## config.mk

```make
export PLATFORM = sky130hd
export DESIGN_NAME = seq_signed_divider
export DESIGN_NICKNAME = d
export VERILOG_FILES = /design/src/rtl/seq_signed_divider_pkg.sv /design/src/rtl/seq_signed_divider_div_restore_step.sv /design/src/rtl/seq_signed_divider.sv
export SDC_FILE = /design/constraint.sdc
export NUM_CORES = 1
export LEC_CHECK = 0
export CORE_MARGIN = 4
export CORE_UTILIZATION = 59
export CTS_CLUSTER_SIZE = 24
export DETAILED_ROUTE_END_ITERATION = 12
export PLACE_DENSITY_LB_ADDON = 0.3
export RECOVER_POWER = 50
export SYNTH_ARGS = -nofsm -noshare
export SYNTH_HDL_FRONTEND = slang
export SYNTH_SLANG_ARGS = --single-unit
```

## constraint.sdc

```tcl
create_clock -name clk -period 4.6 [get_ports clk]
set_clock_uncertainty 0.15 [all_clocks]
set_input_delay 0.92 -clock clk [delete_from_list [all_inputs] [get_ports clk]]
set_output_delay 0.92 -clock clk [all_outputs]
set_load 0.01 [all_outputs]
```

## src/rtl/seq_signed_divider_pkg.sv

```systemverilog
// Shared definitions for the sequential signed divider.
//   DefaultWidth : default operand width, kept equal to booth_multiplier's default
//                  so the two blocks agree when instantiated side by side.
//   div_state_e  : FSM state encoding of the divider controller.
package seq_signed_divider_pkg;

    localparam int unsigned DefaultWidth = 4;

    typedef enum logic [1:0] {
        StIdle     = 2'd0,
        StCalc     = 2'd1,
        StFix      = 2'd2,
        StLoadZero = 2'd3
    } div_state_e;

endpackage

```

## src/rtl/seq_signed_divider_div_restore_step.sv

```systemverilog
// One combinational restoring-division iteration on unsigned magnitudes.
// Ports:
//   prem      in  N+1  partial remainder before this step
//   next_bit  in  1    next dividend bit shifted in at the bottom
//   dvs_mag   in  N    divisor magnitude
//   prem_next out N+1  partial remainder after this step
//   q_bit     out 1    quotient bit produced by this step
module div_restore_step
    import seq_signed_divider_pkg::*;
#(
    parameter int unsigned N = DefaultWidth
) (
    input  logic [N:0]   prem,
    input  logic         next_bit,
    input  logic [N-1:0] dvs_mag,
    output logic [N:0]   prem_next,
    output logic         q_bit
);

    logic [N+1:0] shifted;
    logic [N+1:0] trial;

    always_comb begin
        shifted   = {prem, next_bit};
        // One extra bit of headroom so the borrow lands in trial[N+1].
        trial     = shifted - {2'b00, dvs_mag};
        q_bit     = ~trial[N+1];
        prem_next = q_bit ? trial[N:0] : shifted[N:0];
    end

endmodule

```

## src/rtl/seq_signed_divider.sv

```systemverilog
// Multi-cycle signed divider: restoring division on magnitudes, one quotient bit
// per clock, then a sign fix-up so that quotient*divisor + remainder == dividend.
// Ports:
//   clk, rst     clock (rising edge) and asynchronous active-high reset
//   start        request, sampled only when idle
//   dividend     signed dividend, sampled at the start edge
//   divisor      signed divisor, sampled at the start edge
//   busy         operation in flight
//   done         one-cycle pulse, results valid in that cycle
//   quotient     signed quotient, truncated toward zero (held until next done)
//   remainder    signed remainder, sign of the dividend (held until next done)
//   div_by_zero  with done: divisor was zero
//   overflow     with done: operands were (-2^(N-1), -1)
module seq_signed_divider
    import seq_signed_divider_pkg::*;
#(
    parameter int unsigned N = DefaultWidth
) (
    input  logic         clk,
    input  logic         rst,
    input  logic         start,
    input  logic [N-1:0] dividend,
    input  logic [N-1:0] divisor,
    output logic         busy,
    output logic         done,
    output logic [N-1:0] quotient,
    output logic [N-1:0] remainder,
    output logic         div_by_zero,
    output logic         overflow
);

    localparam int unsigned CntW = $clog2(N + 1);

    div_state_e     state_q;
    logic [N-1:0]   a_q;        // dividend magnitude, becomes the quotient magnitude
    logic [N-1:0]   b_q;        // divisor magnitude
    logic [N:0]     p_q;        // partial remainder
    logic [CntW-1:0] cnt_q;
    logic           neg_quot_q;
    logic           neg_rem_q;
    logic           ovf_case_q;

    logic [N-1:0]   dvd_mag;
    logic [N-1:0]   dvs_mag;
    logic           dvd_is_min;
    logic           dvs_is_neg1;
    logic [N:0]     step_rem;
    logic           step_q;

    // |-2^(N-1)| = 2^(N-1) still fits as an unsigned N-bit magnitude.
    always_comb begin
        dvd_mag     = dividend[N-1] ? -dividend : dividend;
        dvs_mag     = divisor[N-1] ? -divisor : divisor;
        dvd_is_min  = (dividend == {1'b1, {(N-1){1'b0}}});
        dvs_is_neg1 = &divisor;
    end

    div_restore_step #(
        .N (N)
    ) u_step (
        .prem      (p_q),
        .next_bit  (a_q[N-1]),
        .dvs_mag   (b_q),
        .prem_next (step_rem),
        .q_bit     (step_q)
    );

    always_ff @(posedge clk or posedge rst) begin
        if (rst) begin
            state_q     <= StIdle;
            a_q         <= '0;
            b_q         <= '0;
            p_q         <= '0;
            cnt_q       <= '0;
            neg_quot_q  <= 1'b0;
            neg_rem_q   <= 1'b0;
            ovf_case_q  <= 1'b0;
            busy        <= 1'b0;
            done        <= 1'b0;
            quotient    <= '0;
            remainder   <= '0;
            div_by_zero <= 1'b0;
            overflow    <= 1'b0;
        end else begin
            done        <= 1'b0;
            div_by_zero <= 1'b0;
            overflow    <= 1'b0;
            unique case (state_q)
                StIdle: begin
                    if (start) begin
                        a_q        <= dvd_mag;
                        b_q        <= dvs_mag;
                        p_q        <= '0;
                        cnt_q      <= CntW'(N);
                        neg_quot_q <= dividend[N-1] ^ divisor[N-1];
                        neg_rem_q  <= dividend[N-1];
                        ovf_case_q <= dvd_is_min & dvs_is_neg1;
                        busy       <= 1'b1;
                        state_q    <= (divisor == '0) ? StLoadZero : StCalc;
                    end
                end
                StCalc: begin
                    p_q   <= step_rem;
                    a_q   <= {a_q[N-2:0], step_q};
                    cnt_q <= cnt_q - CntW'(1);
                    if (cnt_q == CntW'(1)) begin
                        state_q <= StFix;
                    end
                end
                StFix: begin
                    // Overflow case needs no special path: q_mag = 2^(N-1) with a
                    // positive sign already reads back as -2^(N-1).
                    quotient  <= neg_quot_q ? -a_q : a_q;
                    remainder <= neg_rem_q ? -p_q[N-1:0] : p_q[N-1:0];
                    overflow  <= ovf_case_q;
                    done      <= 1'b1;
                    busy      <= 1'b0;
                    state_q   <= StIdle;
                end
                StLoadZero: begin
                    // Rebuild the signed dividend from its latched magnitude and sign.
                    quotient    <= '1;
                    remainder   <= neg_rem_q ? -a_q : a_q;
                    div_by_zero <= 1'b1;
                    done        <= 1'b1;
                    busy        <= 1'b0;
                    state_q     <= StIdle;
                end
                default: state_q <= StIdle;
            endcase
        end
    end

endmodule

```

==> results.py, run 1 <==
metrics = {
    "setup_path": {
        "cp.arrival_ps": 2540,
        "critPathBufInv": 0,
        "start_kind": "flip-flop",
        "end_kind": "flip-flop",
        "crit_slowest_cell": "nor2b_1",
        "path_delay_family": "simple AND/OR/NAND/NOR gates",
        "crit_type": "flip-flop to flip-flop",
        "cpPeakStageDelay_ps": 770,
        "cp_cell_sequence": "nor2b_1, a21oi_1, a221o_2",
        "path_max_fanout": 17,
        "worstPathRequired_ps": 4680,
    },
    "cells_and_area": {
        "finalNetCount": 239,
        "regArea_um2": 826,
        "multiInputGateArea_um2": 951,
        "syn_to_final_growth_pct": 15.8,
        "drive_above_1_share_pct": 9.22,
        "diodes": 0,
        "nFillCells": 240,
        "final_cells": 261,
    },
    "routing": {
        "routed_wl_mm": 3.67,
        "drt_iter0_markers": 79,
        "num_vias": 1453,
        "avgRoutedWirePerCell_um": 14.1,
        "vias_per_cell": 5.57,
        "drc_errors": 0,
        "ant_nets": 0,
        "drt-pass1-iter-count": 4,
    },
    "power": {
        "finalPower_mw": 1.55,
        "power-per-cell-area_nw_per_um2": 713,
        "leakage_nw": 0.990,
        "p_switching_mw": 0.654,
        "intPower_mw": 0.900,
        "p_seq_share_pct": 35.4,
        "p_sw_share_pct": 42.1,
        "vdd.ir_drop.worst_v": 0.000310,
        "pwr-share-clk_pct": 10.0,
        "pwr-share-comb_pct": 54.6,
    },
    "floorplan": {
        "ios": 23,
        "rows": 20,
        "start_util_pct": 61.6,
        "core_um2": 3050,
        "die_h_um": 64.5,
        "die_x_um": 64.5,
        "die_area_um2": 4150,
    },
    "sta": {
        "fmax_ghz": 0.406,
        "fin_ws_ps": 2140,
        "finalHoldViolCount": 0,
        "rsz0062_at_grt": "no",
        "fin_crit_sh_pct": 53.5,
        "relSlewSlack_pct": 30.9,
        "fin_crit_ps": 2460,
        "finalSetupViolCount": 0,
        "fin_tns_setup_ps": 0,
        "worstMarginPinSlew_ps": 1040,
        "slew_violations": 0,
    },
    "global_route": {
        "grt_usage_pct": 20.4,
        "grt_max_degree": 29,
        "busiest_layer": "met2",
        "antenna_found_initial": 0,
        "grt_pass1_wl_mm": 6.40,
        "met1_usage_pct": 22.5,
        "use_met2_pct": 36.2,
        "grt_pass1_vias": 1469,
        "grt_overflow_total": 0,
        "grt_use_met3_pct": 6.41,
    },
    "yosys": {
        "syn_nets": 218,
        "ys_seq_area_share_pct": 43.9,
        "synthCells": 195,
        "synth_area_um2": 1880,
        "avgSynthCellArea_um2": 9.64,
        "ys_ff_latch": 33,
        "synthArstFlopShare_pct": 100,
        "synth_edf_count": 0,
        "synth_warnings": 0,
        "synth_cell_types": 42,
        "ys.flop_type": "dfrtp_1",
    },
    "placement": {
        "post-place-ws_ps": 1910,
        "dp_cells": 253,
        "io_buffers": 22,
        "hpwl_mm": 2.72,
        "gp_congestion": 0.837,
    },
    "clock_network": {
        "ctsHoldBuffers": 0,
        "cts.sink_count": 33,
        "cts_inserted_buffers": 5,
        "clockBufferDepth": 2,
        "cts_tree": "yes",
        "cts_setup_buffers": 0,
        "root_buffer": "clkbuf_4",
        "insertion_delay_ps": 340,
        "clkSlewWorstSetupHoldPaths_ps": 100,
        "cts_resized": 0,
        "h-tree-depth": 2,
    },
    "run": {
        "drv_cap": 0,
    },
    "hold_path": {
        "holdCritPathClass": "flip-flop to flip-flop",
    },
    "outcome": {
        "outcome": "complete, no violations",
    },
}
-- worst register-to-register path, stage by stage, from the launching register on --
cell	delay, ps
dfrtp_1	700
nor2b_1	770
a21oi_1	280
a221o_2	460
-- sequential cells by signal (all words and copies together), names as in the netlist --
| register | flops |
|---|---|
| p_q | 5 |
| neg_quot_q | 1 |
| ovf_case_q | 1 |
| busy | 1 |
| state_q | 2 |
| b_q | 4 |
| a_q | 4 |
| cnt_q | 3 |
| remainder | 4 |
| neg_rem_q | 1 |
| quotient | 4 |
| div_by_zero | 1 |
| done | 1 |
| overflow | 1 |
-- cells in the mapped netlist (2+ instances only) --
| cell | n | area, um2 |
|---|---|---|
| a21oi_1 | 11 | 55.1 |
| a22o_1 | 2 | 17.5 |
| and3_1 | 2 | 12.5 |
| buf_1 | 3 | 11.3 |
| buf_2 | 2 | 10.0 |
| clkbuf_1 | 4 | 15.0 |
| dfrtp_1 | 33 | 826 |
| ha_1 | 11 | 138 |
| inv_1 | 18 | 67.6 |
| mux2_2 | 3 | 33.8 |
| mux2i_1 | 6 | 60.1 |
| nand2_1 | 15 | 56.3 |
| nand2b_1 | 5 | 31.3 |
| nand3_1 | 6 | 30.0 |
| nor2_1 | 18 | 67.6 |
| nor2b_1 | 4 | 25.0 |
| nor4_1 | 2 | 12.5 |
| o211ai_1 | 2 | 15.0 |
| o21ai_0 | 12 | 60.1 |
| o21ai_1 | 2 | 10.0 |
| o31ai_1 | 2 | 15.0 |
| or2_2 | 2 | 12.5 |
| xnor2_1 | 11 | 96.3 |
-- power by group through the flow --
stage | Clock (mW) | Combinational, mW | Sequential (mW)
2_1_floorplan | 0 | 0.653 | 0.518
3_3_place_gp | 0 | 0.803 | 0.550
3_5_place_dp | 0 | 0.847 | 0.555
4_1_cts | 0.162 | 0.855 | 0.549
5_1_grt | 0.178 | 0.942 | 0.573
6_report | 0.155 | 0.848 | 0.550
-- cell usage in the layout, fill, tap and decap left out, types with 2 or more instances in the layout --
cell type	Yosys	layout
a21oi_1	11	11
a22o_1	2	2
and3_1	2	2
clkbuf_4	0	5
clkdlybuf4s50_1	0	20
clkinv_2	0	2
dfrtp_1	33	33
dlygate4sd3_1	0	2
ha_1	11	11
inv_1	18	18
mux2_2	3	3
mux2i_1	6	6
nand2_1	15	15
nand2b_1	5	5
nand3_1	6	6
nor2_1	18	18
nor2b_1	4	4
nor4_1	2	2
o211ai_1	2	2
o21ai_0	12	12
o21ai_1	2	2
o31ai_1	2	2
or2_2	2	2
xnor2_1	11	11
-- final cells by class --
class	instances	share of cell area [%]
inverters	18	3.10
clock buffers	6	1.90
repair buffers	23	10.5
multi-input cells	135	43.7
clock inverters	2	0.460
flip-flops and latches	33	37.9
well taps	44	2.53
-- through the flow --
stage | utilization, % | hold slack [ps] | area (um2)
6_report | 71.4 | 341 | 2180
5_1_grt | 71.4 | 372 | 2180
4_1_cts | 71.4 | 344 | 2180
3_5_place_dp | 69.7 | 322 | 2130
3_3_place_gp | 69.7 | 317 | 2130
2_1_floorplan | - | 299 | 1880
-- per-layer routing --
| metal | share of wire (%) | wire [um] | vias up |
|---|---|---|---|
| met4 | 2.1 | 77 | 0 |
| met3 | 5.6 | 207 | 8 |
| met2 | 51 | 1870 | 36 |
| met1 | 41 | 1510 | 697 |
| li1 | - | - | 712 |
| met5 | 0 | 0 | - |
-- final timing paths --
check / from / cells past startpoint / slack, ps / end
setup / recovery: state_q[0]$_DFFE_PP0P_ / 3 / 2140 / a_q[0]$_DFFE_PP0P_
hold / removal: ovf_case_q$_DFFE_PP0P_ / 2 / 340 / ovf_case_q$_DFFE_PP0P_
setup reg to reg: state_q[0]$_DFFE_PP0P_ / 3 / 2140 / a_q[0]$_DFFE_PP0P_
hold reg to reg: ovf_case_q$_DFFE_PP0P_ / 2 / 340 / ovf_case_q$_DFFE_PP0P_
max in group asynchronous: rst / 3 / 2510 / a_q[0]$_DFFE_PP0P_
min in group asynchronous: rst / 2 / 1110 / cnt_q[0]$_DFFE_PP0P_
-- logic make-up after synthesis --
kind of cell | synth area share [%]
and+or+nand+nor | 15.7
AOI/OAI and AO/OA | 15.2
DFF | 43.9
buffers and inverters | 5.52
adders and majority gates | 8.38
xor gates and xnor gates | 5.12
muxes | 6.19
(Power assumes the default switching activity.)
==> run 2, diff against run 1 <==
- CORE_UTILIZATION: 59 -> 55
- clock period: 4.6 -> 2.4 ns (I/O delays scaled with it)
==> results.py, run 2 (synthesis results as in run 1) <==
metrics = {
    "floorplan": {
        "start_util_pct": 59.6,
        "core_um2": 3150,
        "die_area_um2": 4420,
        "die_x_um": 66.5,
        "ios": 23,
        "rows": 20,
        "die_h_um": 66.5,
    },
    "outcome": {
        "outcome": "complete, no violations",
    },
    "routing": {
        "drt_iter0_markers": 80,
        "vias_per_cell": 5.54,
        "drc_errors": 0,
        "ant_nets": 0,
        "routed_wl_mm": 3.84,
        "avgRoutedWirePerCell_um": 14.5,
        "drt-pass1-iter-count": 4,
        "num_vias": 1462,
    },
    "power": {
        "leakage_nw": 1.01,
        "power-per-cell-area_nw_per_um2": 1390,
        "vdd.ir_drop.worst_v": 0.000630,
    },
    "setup_path": {
        "crit_type": "flip-flop to flip-flop",
        "critPathBufInv": 1,
        "worstPathRequired_ps": 2470,
        "cpPeakStageDelay_ps": 400,
        "end_kind": "flip-flop",
        "crit_slowest_cell": "dfrtp_1",
        "crit_start": "b_q[1]$_DFFE_PP0P_",
        "r2r_start": "b_q[1]$_DFFE_PP0P_",
        "cp.arrival_ps": 2190,
        "cp_cell_sequence": "inv_1, ha_1, nor2b_4, o2111a_1, a211oi_4, mux2i_1, o21ai_1",
        "path_delay_family": "compound AO/OA/AOI/OAI gates",
        "start_kind": "flip-flop",
        "path_max_fanout": 7,
    },
    "placement": {
        "io_buffers": 22,
        "hpwl_mm": 2.89,
        "post-place-ws_ps": 268,
        "gp_congestion": 0.852,
    },
    "global_route": {
        "grt_pass1_wl_mm": 7.04,
        "grt_overflow_total": 0,
        "grt_max_degree": 34,
        "antenna_found_initial": 0,
        "grt_usage_pct": 21.3,
        "grt_pass1_vias": 1538,
    },
    "cells_and_area": {
        "final_common_cell": "dfrtp_1",
        "layout_common_cells": "dfrtp_1, clkdlybuf4s50_1, inv_1, nor2_1, nand2_1",
        "regMostFlops": "p_q",
        "diodes": 0,
        "largest_register_ffs": 5,
        "syn_to_final_growth_pct": 17.7,
        "drive_above_1_share_pct": 10.5,
        "finalNetCount": 242,
    },
    "clock_network": {
        "clockBufferDepth": 2,
        "cts_resized": 0,
        "h-tree-depth": 2,
        "cts.sink_count": 33,
        "insertion_delay_ps": 340,
        "cts_setup_buffers": 0,
        "root_buffer": "clkbuf_4",
        "ctsHoldBuffers": 0,
        "cts_inserted_buffers": 5,
        "cts_tree": "yes",
        "clkSlewWorstSetupHoldPaths_ps": 100,
    },
    "run": {
        "drv_cap": 0,
    },
    "sta": {
        "finalSetupViolCount": 0,
        "fmax_ghz": 0.472,
        "relSlewSlack_pct": 45.4,
        "finalHoldViolCount": 0,
        "fin_crit_sh_pct": 88.3,
        "rsz0062_at_grt": "no",
        "fin_ws_ps": 282,
        "worstMarginPinSlew_ps": 819,
        "fin_tns_setup_ps": 0,
        "slew_violations": 0,
        "fin_crit_ps": 2120,
        "finalHoldWorstSlack_ps": 347,
    },
    "hold_path": {
        "holdCritPathClass": "flip-flop to flip-flop",
        "worstHoldStart": "state_q[1]$_DFFE_PP0P_",
    },
}
## run 2: path summary, 6_finish.rpt
kind | endpoint | slack (ps) | cells past startpoint
max | p_q[3]$_DFFE_PP0P_ | 280 | 7
min | state_q[1]$_DFFE_PP0P_ | 350 | 1
max reg2reg | p_q[3]$_DFFE_PP0P_ | 280 | 7
min reg2reg | state_q[1]$_DFFE_PP0P_ | 350 | 1
max in group asynchronous | state_q[0]$_DFFE_PP0P_ | 940 | 3
min in group asynchronous | a_q[2]$_DFFE_PP0P_ | 650 | 3
## run 2: power breakdown
| part | switching [mW] | internal, mW |
|---|---|---|
| Combinational | 0.829 | 0.839 |
| Clock | 0.194 | 0.170 |
| Sequential | 0.256 | 0.793 |
| Total | 1.28 | 1.80 |
## run 2: stage by stage
step / instance area (um2) / util [%] / power, mW / std cells
final: 2210 / 70.2 / 3.08 / 264
after global routing: 2210 / 70.2 / 3.35 / 264
after CTS: 2220 / 70.4 / 3.09 / 264
after detailed placement: 2150 / 68.2 / 2.72 / 256
after global placement: 2150 / 68.2 / 2.62 / 256
after floorplan: 1880 / - / 2.24 / 195
## run 2: routing by layer
| metal | track usage (%) | share of wire (%) |
|---|---|---|
| met1 | 23.6 | 43 |
| met3 | 7.08 | 4.2 |
| met4 | 6.60 | 1.2 |
| met5 | 0 | 0 |
| met2 | 38.2 | 52 |
## run 2: cell type report
type	count	area [um2]
clock buffer	7	65.1
clock inverter	1	5.00
fill	262	940
inverter	18	67.6
multi-input combinational	135	951
sequential	33	826
tap	44	55.1
timing repair buffer	26	244
==> run 3, diff against run 2 <==
- PLACE_DENSITY_LB_ADDON: 0.3 -> 0.12
==> results.py, run 3 (synthesis results as in run 1) <==
metrics = {
    "setup_path": {
        "crit_type": "flip-flop to flip-flop",
        "path_delay_family": "compound AO/OA/AOI/OAI gates",
        "start_kind": "flip-flop",
        "path_max_fanout": 7,
        "worstPathRequired_ps": 2530,
        "cp_cell_sequence": "inv_1, ha_1, nor2b_4, o2111a_1, a211oi_4, mux2i_1, a22o_1",
        "end_kind": "flip-flop",
        "cpPeakStageDelay_ps": 400,
        "critPathBufInv": 1,
        "cp.arrival_ps": 2230,
        "crit_slowest_cell": "dfrtp_1",
    },
    "sta": {
        "fin_crit_ps": 2100,
        "worstMarginPinSlew_ps": 798,
        "finalHoldWorstSlack_ps": 335,
        "slew_violations": 0,
        "rsz0062_at_grt": "no",
        "relSlewSlack_pct": 46.8,
        "fin_tns_setup_ps": 0,
        "fin_crit_sh_pct": 87.3,
        "finalSetupViolCount": 0,
        "finalHoldViolCount": 0,
        "fmax_ghz": 0.477,
        "fin_ws_ps": 304,
    },
    "clock_network": {
        "h-tree-depth": 2,
        "clkSlewWorstSetupHoldPaths_ps": 90,
        "cts_inserted_buffers": 5,
        "cts_resized": 0,
        "insertion_delay_ps": 340,
        "clockBufferDepth": 2,
        "cts_setup_buffers": 0,
        "ctsHoldBuffers": 0,
        "cts_tree": "yes",
        "cts.sink_count": 33,
        "root_buffer": "clkbuf_4",
    },
    "global_route": {
        "grt_usage_pct": 19.5,
        "grt_pass1_wl_mm": 6.49,
        "antenna_found_initial": 0,
        "grt_overflow_total": 0,
        "grt_pass1_vias": 1535,
        "grt_max_degree": 34,
    },
    "cells_and_area": {
        "finalNetCount": 242,
        "regMostFlops": "p_q",
        "diodes": 0,
        "final_common_cell": "dfrtp_1",
        "nFillCells": 271,
        "largest_register_ffs": 5,
        "final_core_util_pct": 69.7,
        "regArea_um2": 826,
        "drive_above_1_share_pct": 9.59,
        "syn_to_final_growth_pct": 16.9,
        "multiInputGateArea_um2": 951,
        "final_cells": 263,
        "layout_common_cells": "dfrtp_1, clkdlybuf4s50_1, inv_1, nor2_1, nand2_1",
        "final_area_um2": 2200,
    },
    "power": {
        "p_switching_mw": 1.22,
        "pwr-share-clk_pct": 10.6,
        "leakage_nw": 0.999,
        "vdd.ir_drop.worst_v": 0.000720,
        "intPower_mw": 1.77,
        "p_sw_share_pct": 40.9,
        "power-per-cell-area_nw_per_um2": 1360,
        "finalPower_mw": 2.99,
        "p_seq_share_pct": 34.8,
        "pwr-share-comb_pct": 54.6,
    },
    "floorplan": {
        "die_area_um2": 4420,
        "ios": 23,
        "die_x_um": 66.5,
        "die_h_um": 66.5,
        "core_um2": 3150,
        "rows": 20,
        "start_util_pct": 59.6,
    },
    "routing": {
        "drt-pass1-iter-count": 4,
        "drc_errors": 0,
        "drt_iter0_markers": 91,
        "num_vias": 1440,
        "routed_wl_mm": 3.57,
        "vias_per_cell": 5.48,
        "ant_nets": 0,
        "avgRoutedWirePerCell_um": 13.6,
    },
    "outcome": {
        "outcome": "complete, no violations",
    },
    "placement": {
        "io_buffers": 22,
        "post_dp_cell_area_um2": 2150,
        "dp_cells": 256,
        "gp_congestion": 0.821,
        "post-place-ws_ps": 329,
        "hpwl_mm": 2.72,
    },
    "hold_path": {
        "holdCritPathClass": "flip-flop to flip-flop",
    },
    "run": {
        "drv_cap": 0,
    },
}
run 3: area by class of cell:
class                   count  area share [%]
inverters                  18            3.07
repair buffers             26            11.1
flip-flops and latches     33            37.6
well taps                  44            2.50
clock buffers               7            2.50
multi-input cells         135            43.3
run 3: worst paths after layout:
path / startpoint / endpoint / depth (start not counted) / slack [ps]
worst max-delay path: b_q[1]$_DFFE_PP0P_ / p_q[1]$_DFFE_PP0P_ / 7 / 300
worst max register to register: b_q[1]$_DFFE_PP0P_ / p_q[1]$_DFFE_PP0P_ / 7 / 300
worst min-delay path: ovf_case_q$_DFFE_PP0P_ / ovf_case_q$_DFFE_PP0P_ / 2 / 330
min in group asynchronous: rst / quotient[2]$_DFFE_PP0N_ / 3 / 650
max in group asynchronous: rst / remainder[0]$_DFFE_PP0N_ / 3 / 950
worst min register to register: ovf_case_q$_DFFE_PP0P_ / ovf_case_q$_DFFE_PP0P_ / 2 / 330
run 3: routing by layer:
layer	share of wire (%)	global-route usage [%]	routed length, um
met5	0	0	0
met2	48	33.1	1700
met1	46	23.0	1650
met4	2.3	9.90	83
met3	3.7	4.55	133
run 3: worst register-to-register path: cells and delay by family (launching register included):
kind | cells | cell delay [ps]
mux | 1 | 250
flops | 1 | 400
buf+inv | 1 | 60
compound gates | 3 | 760
fa+ha+maj | 1 | 280
simple gates | 1 | 130
run 3: power by group through the flow:
| stage | logic [mW] | registers, mW | clock network [mW] |
|---|---|---|---|
| detailed placement | 1.63 | 1.05 | 0 |
| global route | 1.84 | 1.09 | 0.351 |
| global placement | 1.58 | 1.04 | 0 |
| floorplan | 1.25 | 0.993 | 0 |
| finish | 1.63 | 1.04 | 0.316 |
| CTS | 1.65 | 1.04 | 0.322 |
